[src/rtl/alarm_pkg.sv]
// rtl/alarm_pkg.sv - shared types and constants for the alarm sequencer
// Purpose: state encoding, state width and timer blanking length used by
//          the sequencer, its interface and the bench.
// Ports:   none (package).
package alarm_pkg;

  localparam int STATE_W   = 3;
  // Cycles during which tmr_tc is ignored after a reload: the load cycle
  // and the one after it, while the timer still shows the stale count.
  localparam int BLANK_CYC = 2;
  localparam int BLANK_W   = $clog2(BLANK_CYC + 1);

  typedef enum logic [STATE_W-1:0] {
    ST_DISARMED = 3'd0,
    ST_EXIT     = 3'd1,
    ST_ARMED    = 3'd2,
    ST_ENTRY    = 3'd3,
    ST_ALARM    = 3'd4
  } state_e;

  function automatic logic is_armed(input state_e s);
    return (s == ST_ARMED) || (s == ST_ENTRY) || (s == ST_ALARM);
  endfunction

endpackage

[src/rtl/alarm_sequencer_if.sv]
// rtl/alarm_sequencer_if.sv - keypad/sensor, timer and indicator bundle
// Purpose: groups the sequencer's non-clock signals.
// Ports:   master = sequencer side (consumes requests/tmr_tc, drives timer
//          controls and indicators); slave = environment side.
interface alarm_sequencer_if;
  import alarm_pkg::*;

  logic               arm_req;
  logic               disarm_req;
  logic               sensor;
  logic               tmr_tc;
  logic               tmr_en;
  logic               tmr_load;
  logic               armed;
  logic               siren;
  logic [STATE_W-1:0] state_o;

  modport master (
    input  arm_req, disarm_req, sensor, tmr_tc,
    output tmr_en, tmr_load, armed, siren, state_o
  );

  modport slave (
    output arm_req, disarm_req, sensor, tmr_tc,
    input  tmr_en, tmr_load, armed, siren, state_o
  );

endinterface

[src/rtl/alarm_sequencer_sync_edge.sv]
// rtl/alarm_sequencer_sync_edge.sv - input synchroniser with rise detector
// Purpose: brings an asynchronous level into the clock domain and produces
//          a one-cycle pulse one cycle after the synchronised level rises.
// Ports:   clk_i, rst_ni (async active-low), d_i async level,
//          level_o synchronised level, rise_o registered rising-edge pulse.
module sync_edge #(
  parameter int SYNC_STAGES = 2
) (
  input  logic clk_i,
  input  logic rst_ni,
  input  logic d_i,
  output logic level_o,
  output logic rise_o
);

  logic [SYNC_STAGES-1:0] sync_q;
  logic                   prev_q;
  logic                   rise_q;

  always_ff @(posedge clk_i or negedge rst_ni) begin
    if (!rst_ni) begin
      sync_q <= '0;
      prev_q <= 1'b0;
      rise_q <= 1'b0;
    end else begin
      sync_q <= {sync_q[SYNC_STAGES-2:0], d_i};
      prev_q <= sync_q[SYNC_STAGES-1];
      rise_q <= sync_q[SYNC_STAGES-1] & ~prev_q;
    end
  end

  assign level_o = sync_q[SYNC_STAGES-1];
  assign rise_o  = rise_q;

endmodule

[src/rtl/alarm_sequencer.sv]
// rtl/alarm_sequencer.sv - alarm control FSM driving the ten-second timer
// Purpose: sequences DISARMED -> EXIT -> ARMED -> ENTRY -> ALARM, starts the
//          timer on entering EXIT/ENTRY and drives armed/siren indicators.
//          Optional macro ALARM_AUTO_REARM_EN: ALARM keeps the timer running
//          and returns to ARMED after ALARM_TIMEOUTS expiries.
// Ports:   clock50 system clock, Mr async active-low master reset,
//          bus (alarm_sequencer_if.master): arm_req/disarm_req/sensor async
//          levels, tmr_tc timer terminal count, tmr_en/tmr_load timer
//          controls, armed/siren indicators, state_o current state.
module alarm_sequencer
  import alarm_pkg::*;
#(
  parameter int SYNC_STAGES    = 2,
  parameter int ALARM_TIMEOUTS = 18,
  parameter int CNT_W          = 5
) (
  input  logic               clock50,
  input  logic               Mr,
  alarm_sequencer_if.master  bus
);

  if (SYNC_STAGES < 2) begin : g_bad_sync
    $error("SYNC_STAGES must be at least 2");
  end
  if ((2 ** CNT_W) <= ALARM_TIMEOUTS) begin : g_bad_cnt
    $error("CNT_W too narrow for ALARM_TIMEOUTS");
  end

  logic arm_lvl_unused, arm_rise;
  logic dis_lvl_unused, dis_rise;
  logic sensor_lvl, sensor_rise_unused;

  sync_edge #(.SYNC_STAGES(SYNC_STAGES)) u_sync_arm (
    .clk_i(clock50), .rst_ni(Mr), .d_i(bus.arm_req),
    .level_o(arm_lvl_unused), .rise_o(arm_rise)
  );

  sync_edge #(.SYNC_STAGES(SYNC_STAGES)) u_sync_disarm (
    .clk_i(clock50), .rst_ni(Mr), .d_i(bus.disarm_req),
    .level_o(dis_lvl_unused), .rise_o(dis_rise)
  );

  sync_edge #(.SYNC_STAGES(SYNC_STAGES)) u_sync_sensor (
    .clk_i(clock50), .rst_ni(Mr), .d_i(bus.sensor),
    .level_o(sensor_lvl), .rise_o(sensor_rise_unused)
  );

  state_e               state_q, state_d;
  logic                 tmr_en_q, tmr_en_d;
  logic                 tmr_load_q, tmr_load_d;
  logic                 armed_q, siren_q;
  logic [BLANK_W-1:0]   blank_q, blank_d;
  logic                 expiry;

  // A terminal count only counts once the reloaded timer has had time to
  // clear its stale tc from the previous interval.
  assign expiry = tmr_en_q && bus.tmr_tc && (blank_q == '0);

`ifdef ALARM_AUTO_REARM_EN
  logic [CNT_W-1:0] cnt_q, cnt_d;
  logic             last_expiry;

  assign last_expiry = (cnt_q == CNT_W'(ALARM_TIMEOUTS - 1));
`endif

  always_comb begin
    state_d    = state_q;
    tmr_load_d = 1'b0;

    // Disarm beats every other event, including a simultaneous arm.
    if (dis_rise) begin
      state_d = ST_DISARMED;
    end else begin
      case (state_q)
        ST_DISARMED: begin
          if (arm_rise) begin
            state_d    = ST_EXIT;
            tmr_load_d = 1'b1;
          end
        end
        ST_EXIT: begin
          if (expiry) state_d = ST_ARMED;
        end
        ST_ARMED: begin
          if (sensor_lvl) begin
            state_d    = ST_ENTRY;
            tmr_load_d = 1'b1;
          end
        end
        ST_ENTRY: begin
          if (expiry) begin
            state_d = ST_ALARM;
`ifdef ALARM_AUTO_REARM_EN
            tmr_load_d = 1'b1;
`endif
          end
        end
        ST_ALARM: begin
`ifdef ALARM_AUTO_REARM_EN
          if (expiry) begin
            if (last_expiry) state_d = ST_ARMED;
            else             tmr_load_d = 1'b1;
          end
`else
          state_d = ST_ALARM;
`endif
        end
        default: state_d = ST_DISARMED;
      endcase
    end

    tmr_en_d = (state_d == ST_EXIT) || (state_d == ST_ENTRY);
`ifdef ALARM_AUTO_REARM_EN
    if (state_d == ST_ALARM) tmr_en_d = 1'b1;
`endif

    if (tmr_load_d)          blank_d = BLANK_W'(BLANK_CYC);
    else if (blank_q != '0)  blank_d = blank_q - BLANK_W'(1);
    else                     blank_d = '0;

`ifdef ALARM_AUTO_REARM_EN
    // Counter lives only while in ALARM; any exit clears it.
    cnt_d = '0;
    if (state_d == ST_ALARM) begin
      if ((state_q == ST_ALARM) && expiry) cnt_d = cnt_q + CNT_W'(1);
      else                                 cnt_d = cnt_q;
    end
`endif
  end

  always_ff @(posedge clock50 or negedge Mr) begin
    if (!Mr) begin
      state_q    <= ST_DISARMED;
      tmr_en_q   <= 1'b0;
      tmr_load_q <= 1'b0;
      armed_q    <= 1'b0;
      siren_q    <= 1'b0;
      blank_q    <= '0;
    end else begin
      state_q    <= state_d;
      tmr_en_q   <= tmr_en_d;
      tmr_load_q <= tmr_load_d;
      armed_q    <= is_armed(state_d);
      siren_q    <= (state_d == ST_ALARM);
      blank_q    <= blank_d;
    end
  end

`ifdef ALARM_AUTO_REARM_EN
  always_ff @(posedge clock50 or negedge Mr) begin
    if (!Mr) cnt_q <= '0;
    else     cnt_q <= cnt_d;
  end
`endif

  assign bus.tmr_en   = tmr_en_q;
  assign bus.tmr_load = tmr_load_q;
  assign bus.armed    = armed_q;
  assign bus.siren    = siren_q;
  assign bus.state_o  = state_q;

endmodule

[src/flat_wrapper.sv]
// flat-port wrapper written by rule: the top's interface ports become plain ports
module alarm_sequencer_flat import alarm_pkg::*;
#(
  parameter int SYNC_STAGES    = 2,
  parameter int ALARM_TIMEOUTS = 18,
  parameter int CNT_W          = 5
)
  (clock50, Mr, bus_arm_req, bus_disarm_req, bus_sensor, bus_tmr_tc, bus_tmr_en, bus_tmr_load, bus_armed, bus_siren, bus_state_o);
  alarm_sequencer_if bus_i ();
  input  logic clock50;
  input  logic Mr;
  input wire logic [$bits(bus_i.arm_req)-1:0] bus_arm_req;
  input wire logic [$bits(bus_i.disarm_req)-1:0] bus_disarm_req;
  input wire logic [$bits(bus_i.sensor)-1:0] bus_sensor;
  input wire logic [$bits(bus_i.tmr_tc)-1:0] bus_tmr_tc;
  output wire logic [$bits(bus_i.tmr_en)-1:0] bus_tmr_en;
  output wire logic [$bits(bus_i.tmr_load)-1:0] bus_tmr_load;
  output wire logic [$bits(bus_i.armed)-1:0] bus_armed;
  output wire logic [$bits(bus_i.siren)-1:0] bus_siren;
  output wire logic [$bits(bus_i.state_o)-1:0] bus_state_o;
  assign bus_i.arm_req = bus_arm_req;
  assign bus_i.disarm_req = bus_disarm_req;
  assign bus_i.sensor = bus_sensor;
  assign bus_i.tmr_tc = bus_tmr_tc;
  assign bus_tmr_en = bus_i.tmr_en;
  assign bus_tmr_load = bus_i.tmr_load;
  assign bus_armed = bus_i.armed;
  assign bus_siren = bus_i.siren;
  assign bus_state_o = bus_i.state_o;
  alarm_sequencer #(.SYNC_STAGES(SYNC_STAGES), .ALARM_TIMEOUTS(ALARM_TIMEOUTS), .CNT_W(CNT_W)) u_core (.clock50(clock50), .Mr(Mr), .bus(bus_i));
endmodule
[config.mk]
export PLATFORM = sky130hd
export DESIGN_NAME = alarm_sequencer_flat
export DESIGN_NICKNAME = d
export VERILOG_FILES = /design/src/rtl/alarm_pkg.sv /design/src/rtl/alarm_sequencer_if.sv /design/src/rtl/alarm_sequencer_sync_edge.sv /design/src/rtl/alarm_sequencer.sv /design/src/flat_wrapper.sv
export SDC_FILE = /design/constraint.sdc
export NUM_CORES = 1
export LEC_CHECK = 0
export ABC_AREA = 1
export BUFFER_PORTS_ARGS = -buffer_cell sky130_fd_sc_hd__buf_2
export CORE_MARGIN = 1.5
export CORE_UTILIZATION = 50
export CTS_CLUSTER_SIZE = 40
export DETAILED_ROUTE_END_ITERATION = 12
export GPL_ROUTABILITY_DRIVEN = 0
export PLACE_DENSITY = 0.75
export SLEW_MARGIN = 40
export SYNTH_ARGS = -nofsm -noshare
export SYNTH_HDL_FRONTEND = slang
export SYNTH_SLANG_ARGS = --single-unit
[constraint.sdc]
create_clock -name clock50 -period 1.1 [get_ports clock50]
set_input_delay 0.22 -clock clock50 [delete_from_list [all_inputs] [get_ports clock50]]
set_output_delay 0.22 -clock clock50 [all_outputs]
set_load 0.01 [all_outputs]
# --- Word level (Yosys, flattened, before mapping) ---
# Cells that the tools add are included.
# Widths: inputs -> output; s select.
op_classes:
  n_mux: 12
  reduce_logical: 8
  n_bitwise: 4
  n_eq_ne: 8
  addsub: 1
ops:
  columns: ["op", "n"]
  rows:
  - ["$mux 3", 5]
  - ["$pmux 3 s5", 1]
  - ["$eq 3x2->1 const B", 4]
  - ["$eq 3x1->1 const B", 2]
  - ["$eq 3x3->1 const B", 2]
  - ["$mux 2", 2]
  - ["$logic_not 3->1", 1]
  - ["$logic_or 1x1->1", 3]
  - ["$mux 1", 3]
  - ["$and 1x1->1", 2]
  - ["$logic_and 1x1->1", 2]
  - ["$logic_not 2->1", 1]
  - ["$not 1->1", 2]
  - ["$pmux 1 s2", 1]
  - ["$reduce_bool 2->1", 1]
  - ["$sub 2x1->2 const B", 1]
totals:
  inputBits: 6
  register_bits: 19

# --- Longest topological paths before layout ---
# Gate-level depths: netlist (run 1).
depth:
  ltp_word: 8
  ltp_mapped: 7

# --- By module ---
# A second synthesis (run 1) with hierarchy kept.
hier_totals:
  cells_unflattened: 66
  area_unflattened_um2: 732.0
modules_own_cells:
  columns: ["module", "cells_per_inst", "seq_area_each_um2", "instances", "area_per_inst_um2"]
  rows:
  - ["alarm_sequencer", 48, 225.2, 1, 401.6]
  - ["sync_edge", 6, 100.1, 3, 110.1]

# --- Worst setup path before layout (run 1) ---
# Ideal clock, no wire load.
synth_timing:
  path_type: "register to register"
  from: "reg u_core.state_q[2], in the netlist u_core.bus.state_o[2]"
  to: "reg u_core.blank_q[0]"
  stages_incl_launch_ff: 5
  t_arrival_ps: 831
  synth_period_minus_slack_ps: 947
  n_path_buf: 0
  slack_ps: 153
  path_cell_list: "dfrtp_1 nor2_1 o211ai_2 nor2_2 nor2_1"
synth_via:
  elab_chain_cells: 4
  word_cells_on_any_way: 5
  classes_between: "eq/ne: 1; mux: 3; reduce/logical: 1"
synth_lines:
  columns: ["element", "line", "source"]
  rows:
  - ["from (decl)", "alarm_sequencer.sv:48", "state_e state_q, state_d;"]
  - ["from (signal assigned)", "alarm_sequencer.sv:140", "state_q <= state_d;"]
  - ["$eq 3x2->1 or $logic_not 3->1 (tied branches)", "alarm_sequencer.sv:74", "case (state_q)"]
  - ["$pmux 1 s2 (*)", "alarm_sequencer.sv:74", null]
  - ["$mux 1 (*)", "alarm_sequencer.sv:71", "if (dis_rise) begin"]
  - ["named net u_core.tmr_load_d", "alarm_sequencer.sv:50", "logic tmr_load_q, tmr_load_d;"]
  - ["$mux 2 (*)", "alarm_sequencer.sv:117", "if (tmr_load_d) blank_d = BLANK_W'(BLANK_CYC);"]
  - ["named net u_core.blank_d[0]", "alarm_sequencer.sv:52", "logic [BLANK_W-1:0] blank_q, blank_d;"]
  - ["to (signal assigned)", "alarm_sequencer.sv:145", "blank_q <= blank_d;"]
  - ["to (decl)", "alarm_sequencer.sv:52", null]
# The timed path passes the listed nets; every way through them passes the cells marked *.

# --- Final worst setup path (run 1) ---
layout_timing:
  from: "reg u_core.state_q[2], in the netlist u_core.bus.state_o[2]"
  to: "out bus_state_o[2]"
layout_rtl:
  columns: ["element", "line", "source"]
  rows:
  - ["to (decl)", "flat_wrapper.sv:20", "output wire logic [$bits(bus_i.state_o)-1:0] bus_state_o;"]
# No word-level cell between the ends.

==> flow_summary.yaml, run 1 <==
power_and_ir_drop:
  max-vdd-ir-drop_mv: 0.899
  power_mw: 1.74
  cellPowerDensity_mw_per_mm2: 2150
  leakagePower_nw: 0.455
routing:
  num_vias: 427
  drc_errors: 0
  wirelength_um: 864
  dr.pass1.iters: 2
  drtAntennaViolNets: 0
  drtIter0Drc: 4
  via_per_inst: 4.45
  wl_per_cell_um: 9.00
worst_setup_path:
  crit_chain: "buf_2"
  max_stage_delay_ns: 0.43
  cp.arrival_ns: 0.86
  critical_path.top_delay_family: "flip-flops"
  cpMaxStageDelayCell: "dfrtp_1"
  r2r_cells: 5
  endpoint_kind: "output pin"
  cp_num_cells: 1
  critPathKind: "register to output pin"
  cp_max_fo: 5
  critPathRequiredTime_ns: 0.88
  critPathBufInv: 1
  crit_path_start_kind: "register"
timing:
  fmax_mhz: 923
  drv_slew: 0
  hold_viol: 0
  fin_setup_tns_ns: 0
  slew_headroom: 0.740
  min_period_over_period: 0.985
  clock_skew_ns: 0.00204
  rsz0062_at_grt: "true"
  whs_ns: 0.0321
  finalSetupViolCount: 0
  worst_pin_slew_ns: 0.390
  fin_ws_ns: 0.0168
  fin_crit_ns: 1.08
hold_path:
  hold-path-cell-count: 1
  hp-class: "primary input to register"
global_routing:
  grt_first_pass_wirelength_um: 1410
  use_met1: 0.175
  overflow: 0
  grtUsageMet3: 0.0170
  grt_antenna_before_repair: 0
  grt.busiest_layer: "met2"
  first_global_vias: 362
  use_met2: 0.221
  grtUsageTotal: 0.144
  grt_max_degree: 20
clocking:
  clock_latency_ns: 0.28
  numCtsBuffers: 3
  cts_sinks: 19
  clkTransAtPathRegs_ns: 0.09
  cts_htree_levels: 1
  clockRootBuffer: "clkbuf_4"
  cts_tree: "done"
  cts.path.max_buffers: 2
floorplan:
  ioPinCount: 13
  die-area_mm2: 0.00158
  core_mm2: 0.00128
  die-height_um: 39.8
  start_util: 0.526
  num_rows: 13
  die_w_um: 39.8
placement:
  hpwl_um: 618
  preCtsSetupSlack_ns: 0.119
  io_buffers: 12
synthesis:
  syn_area_um2: 676
  synth.distinct_cells: 14
  syn_avg_cell_area_um2: 10.9
  ys_seq_area_frac: 0.704
  syn_inst: 62
  ys_warn_count: 0
  ys_ff_latch: 19
  syn-num-nets: 68
job:
  maxCapViolCount: 0
finish:
  area_growth_pct: 20.0
  nets: 88
  diodes: 0
  finish.utilization: 0.631
  drive_above_1_share: 0.321
run_status:
  outcome: "completed"
[repair_timing]
item,CTS,global route
endpoints found under the hold margin,19,0
endpoints found under the setup margin,2,2
buffers inserted,2,0
pin swaps,0,1
gates resized for setup,1,1
hold buffers,1,0
[logic make-up (layout without fill, tap and decap cells)]
kind of cell,after synthesis,after routing,share of synthesized area
compound gates,5,5,0.0537
buf+inv,12,31,0.0667
flops,19,19,0.704
simple gates,26,26,0.176
[layout make-up]
class | count | area [um^2]
clock buffer | 4 | 26.3
fill | 104 | 474
inverter | 12 | 45.0
multi-input combinational | 31 | 155
sequential | 19 | 477
tap | 15 | 18.8
timing repair buffer | 15 | 88.8
[registers in the layout, summed over array words and instances, names as in the netlist, 2 cells and up]
| register | cells |
|---|---|
| u_core.blank_q | 2 |
| u_core.bus.state_o | 3 |
| u_core.u_sync_arm.sync_q | 2 |
| u_core.u_sync_disarm.sync_q | 2 |
| u_core.u_sync_sensor.sync_q | 2 |
[worst paths after layout]
kind / startpoint / end / slack (ns)
setup / recovery: u_core.bus.state_o[2]$_DFF_PN0_ / bus_state_o[2] / 0.02
hold / removal: bus_disarm_req / u_core.u_sync_disarm.sync_q[0]$_DFF_PN0_ / 0.03
setup reg to reg: u_core.bus.state_o[1]$_DFF_PN0_ / u_core.blank_q[0]$_DFF_PN0_ / 0.08
hold reg to reg: u_core.u_sync_sensor.sync_q[0]$_DFF_PN0_ / u_core.u_sync_sensor.sync_q[1]$_DFF_PN0_ / 0.36
max in group asynchronous: Mr / u_core.bus.state_o[1]$_DFF_PN0_ / 0.41
min in group asynchronous: Mr / u_core.u_sync_disarm.sync_q[1]$_DFF_PN0_ / 0.39
[Yosys cell counts]
library cell / number / share of area
nand2_2: 4 / 0.037
o211ai_2: 1 / 0.019
nor2_1: 9 / 0.050
inv_2: 1 / 0.0056
nor2_4: 1 / 0.017
dfrtp_1: 19 / 0.70
nand3_1: 1 / 0.0074
o21bai_1: 1 / 0.011
a21oi_1: 2 / 0.015
clkinv_1: 1 / 0.0056
nor2_2: 1 / 0.0093
inv_1: 10 / 0.056
o22ai_1: 1 / 0.0093
nand2_1: 10 / 0.056
[report_power, final]
group,switching [mW],internal [mW]
Sequential,0.0611,0.821
Combinational,0.306,0.231
Clock,0.184,0.141
[per-stage QoR]
step | area (um^2) | cells
after floorplan | 676 | 62
after global placement | 754 | 89
after detailed placement | 754 | 89
after CTS | 807 | 96
after global routing | 811 | 96
final | 811 | 96
[cell usage in the layout (no fill, tap or decap)]
cell	instances
nor2_2	1
nor2_4	1
dlygate4sd3_1	1
o22ai_1	1
inv_1	10
clkbuf_4	3
a21oi_1	2
dfrtp_2	1
buf_2	12
buf_6	1
inv_2	1
o21bai_1	1
nand3_1	1
dfrtp_1	18
nand2_1	10
clkinv_1	1
buf_4	1
nor2_1	9
clkbuf_1	1
o211ai_2	1
nand2_2	4
[metal layers]
metal / wire (um) / vias up
met4: 22 / 0
li1: - / 221
met3: 35 / 4
met5: 0 / -
met1: 399 / 191
met2: 407 / 11
Power figures use the tool's default switching activity.
==> inputs of run 2 (changes only) <==
- clock period: 1.1 -> 1.2 ns (I/O delays scaled with it)
==> flow_summary.yaml, run 2 (synthesis results as in run 1) <==
finish:
  final_common_cell: "dfrtp_1"
  finish.instance_area_um2: 792
  nets: 86
  fill_cells: 105
  final_cell_mix: "dfrtp_1, buf_2, nand2_1, inv_1, nor2_1"
  finish.utilization: 0.616
  largest_reg_flops: 3
  area_growth_pct: 17.2
  diodes: 0
  drive_above_1_share: 0.304
run_status:
  outcome: "completed"
timing:
  fin_setup_tns_ns: 0
  fin_crit_ns: 1.13
  fin_ws_ns: 0.0715
  fmax_mhz: 886
  worst_pin_slew_ns: 0.390
  drv_slew: 0
  min_period_over_period: 0.940
  hold_viol: 0
  whs_ns: 0.0520
  rsz0062_at_grt: "false"
  finalSetupViolCount: 0
  slew_headroom: 0.740
  clock_skew_ns: 0.00216
floorplan:
  num_rows: 13
  start_util: 0.526
  core_mm2: 0.00128
  die_w_um: 39.8
  die-height_um: 39.8
  die-area_mm2: 0.00158
  ioPinCount: 13
power_and_ir_drop:
  cellPowerDensity_mw_per_mm2: 1950
  max-vdd-ir-drop_mv: 0.816
  leakagePower_nw: 0.444
hold_path:
  hold-path-cell-count: 1
  hp-class: "primary input to register"
clocking:
  cts_htree_levels: 1
  cts.path.max_buffers: 2
  clkTransAtPathRegs_ns: 0.09
  clockRootBuffer: "clkbuf_4"
  numCtsBuffers: 3
  cts_sinks: 19
  cts_tree: "done"
  clock_latency_ns: 0.28
placement:
  dpl_cell_area_um2: 754
  io_buffers: 12
  preCtsSetupSlack_ns: 0.219
  hpwl_um: 618
routing:
  via_per_inst: 4.47
  num_vias: 420
  drtAntennaViolNets: 0
  dr.pass1.iters: 2
  drtIter0Drc: 3
  drc_errors: 0
  wl_per_cell_um: 8.74
  wirelength_um: 822
worst_setup_path:
  critPathKind: "register to output pin"
  cp_max_fo: 6
  cpMaxStageDelayCell: "dfrtp_2"
  max_stage_delay_ns: 0.45
  crit_chain: "buf_2"
  cp_num_cells: 1
  critPathRequiredTime_ns: 0.96
  crit_start: "u_core.bus.state_o[1]$_DFF_PN0_"
  endpoint_kind: "output pin"
  reg2reg_to: "u_core.blank_q[0]$_DFF_PN0_"
  reg2reg_slack_ns: 0.22
  r2r_cells: 4
  crit_path_start_kind: "register"
  crit_path_end: "bus_state_o[1]"
  critical_path.top_delay_family: "flip-flops"
  r2r-start: "u_core.bus.state_o[2]$_DFF_PN0_"
  critPathBufInv: 1
  cp.arrival_ns: 0.89
job:
  maxCapViolCount: 0
global_routing:
  grt_max_degree: 20
  overflow: 0
  grt_first_pass_wirelength_um: 1350
  grtUsageTotal: 0.138
  grt_antenna_before_repair: 0
  first_global_vias: 348
run 2: cell type report:
class | count | area [um^2] | share of cell area
Timing Repair Buffer | 13 | 70.1 | 0.0885
Tap cell | 15 | 18.8 | 0.0237
Inverter | 12 | 45.0 | 0.0569
Multi-Input combinational cell | 31 | 155 | 0.196
Clock buffer | 4 | 26.3 | 0.0332
Sequential cell | 19 | 477 | 0.602
run 2: timing repair:
item | CTS | global route
endpoints found under the setup margin | 0 | 1
hold buffers | 1 | 0
setup buffers | 0 | 0
endpoints found under the hold margin | 19 | 0
resized for setup | 0 | 1
run 2: worst min-delay path by stage:
stage / start / to / slack (ns)
2_1_floorplan: Mr / u_core.blank_q[0]$_DFF_PN0_ / -0.06
3_3_place_gp: Mr / u_core.bus.state_o[1]$_DFF_PN0_ / 0.18
3_5_place_dp: Mr / u_core.bus.armed$_DFF_PN0_ / 0.19
4_1_cts: bus_disarm_req / u_core.u_sync_disarm.sync_q[0]$_DFF_PN0_ / 0.04
5_1_grt: bus_disarm_req / u_core.u_sync_disarm.sync_q[0]$_DFF_PN0_ / 0.03
6_report: bus_disarm_req / u_core.u_sync_disarm.sync_q[0]$_DFF_PN0_ / 0.05
run 2: through the flow:
step                total power [mW]  instances
global placement                1.25         89
global route                    1.66         94
detailed placement              1.26         89
finish                          1.54         94
floorplan                       1.13         62
CTS                             1.57         94
run 2: where the power goes:
| group | switching, mW | internal, mW | total, mW | leakage [nW] |
|---|---|---|---|---|
| Combinational | 0.246 | 0.169 | 0.414 | 0.191 |
| Sequential | 0.0771 | 0.753 | 0.830 | 0.238 |
| Clock | 0.168 | 0.129 | 0.297 | 0.0150 |
run 2: layer usage:
layer / track usage / vias to the layer above / part of all wire / routed length, um
met5: 0 / - / 0 / 0
met2: 0.201 / 11 / 0.45 / 370
met3: 0.0170 / 4 / 0.043 / 35
li1: - / 216 / - / -
met4: 0.129 / 0 / 0.027 / 22
met1: 0.175 / 189 / 0.48 / 393
run 2: worst register-to-register path, cell delays in order, from the launching register on:
cell	delay, ns
dfrtp_1	0.43
nor2_1	0.14
o211ai_2	0.14
nor2_2	0.13
nor2_1	0.05
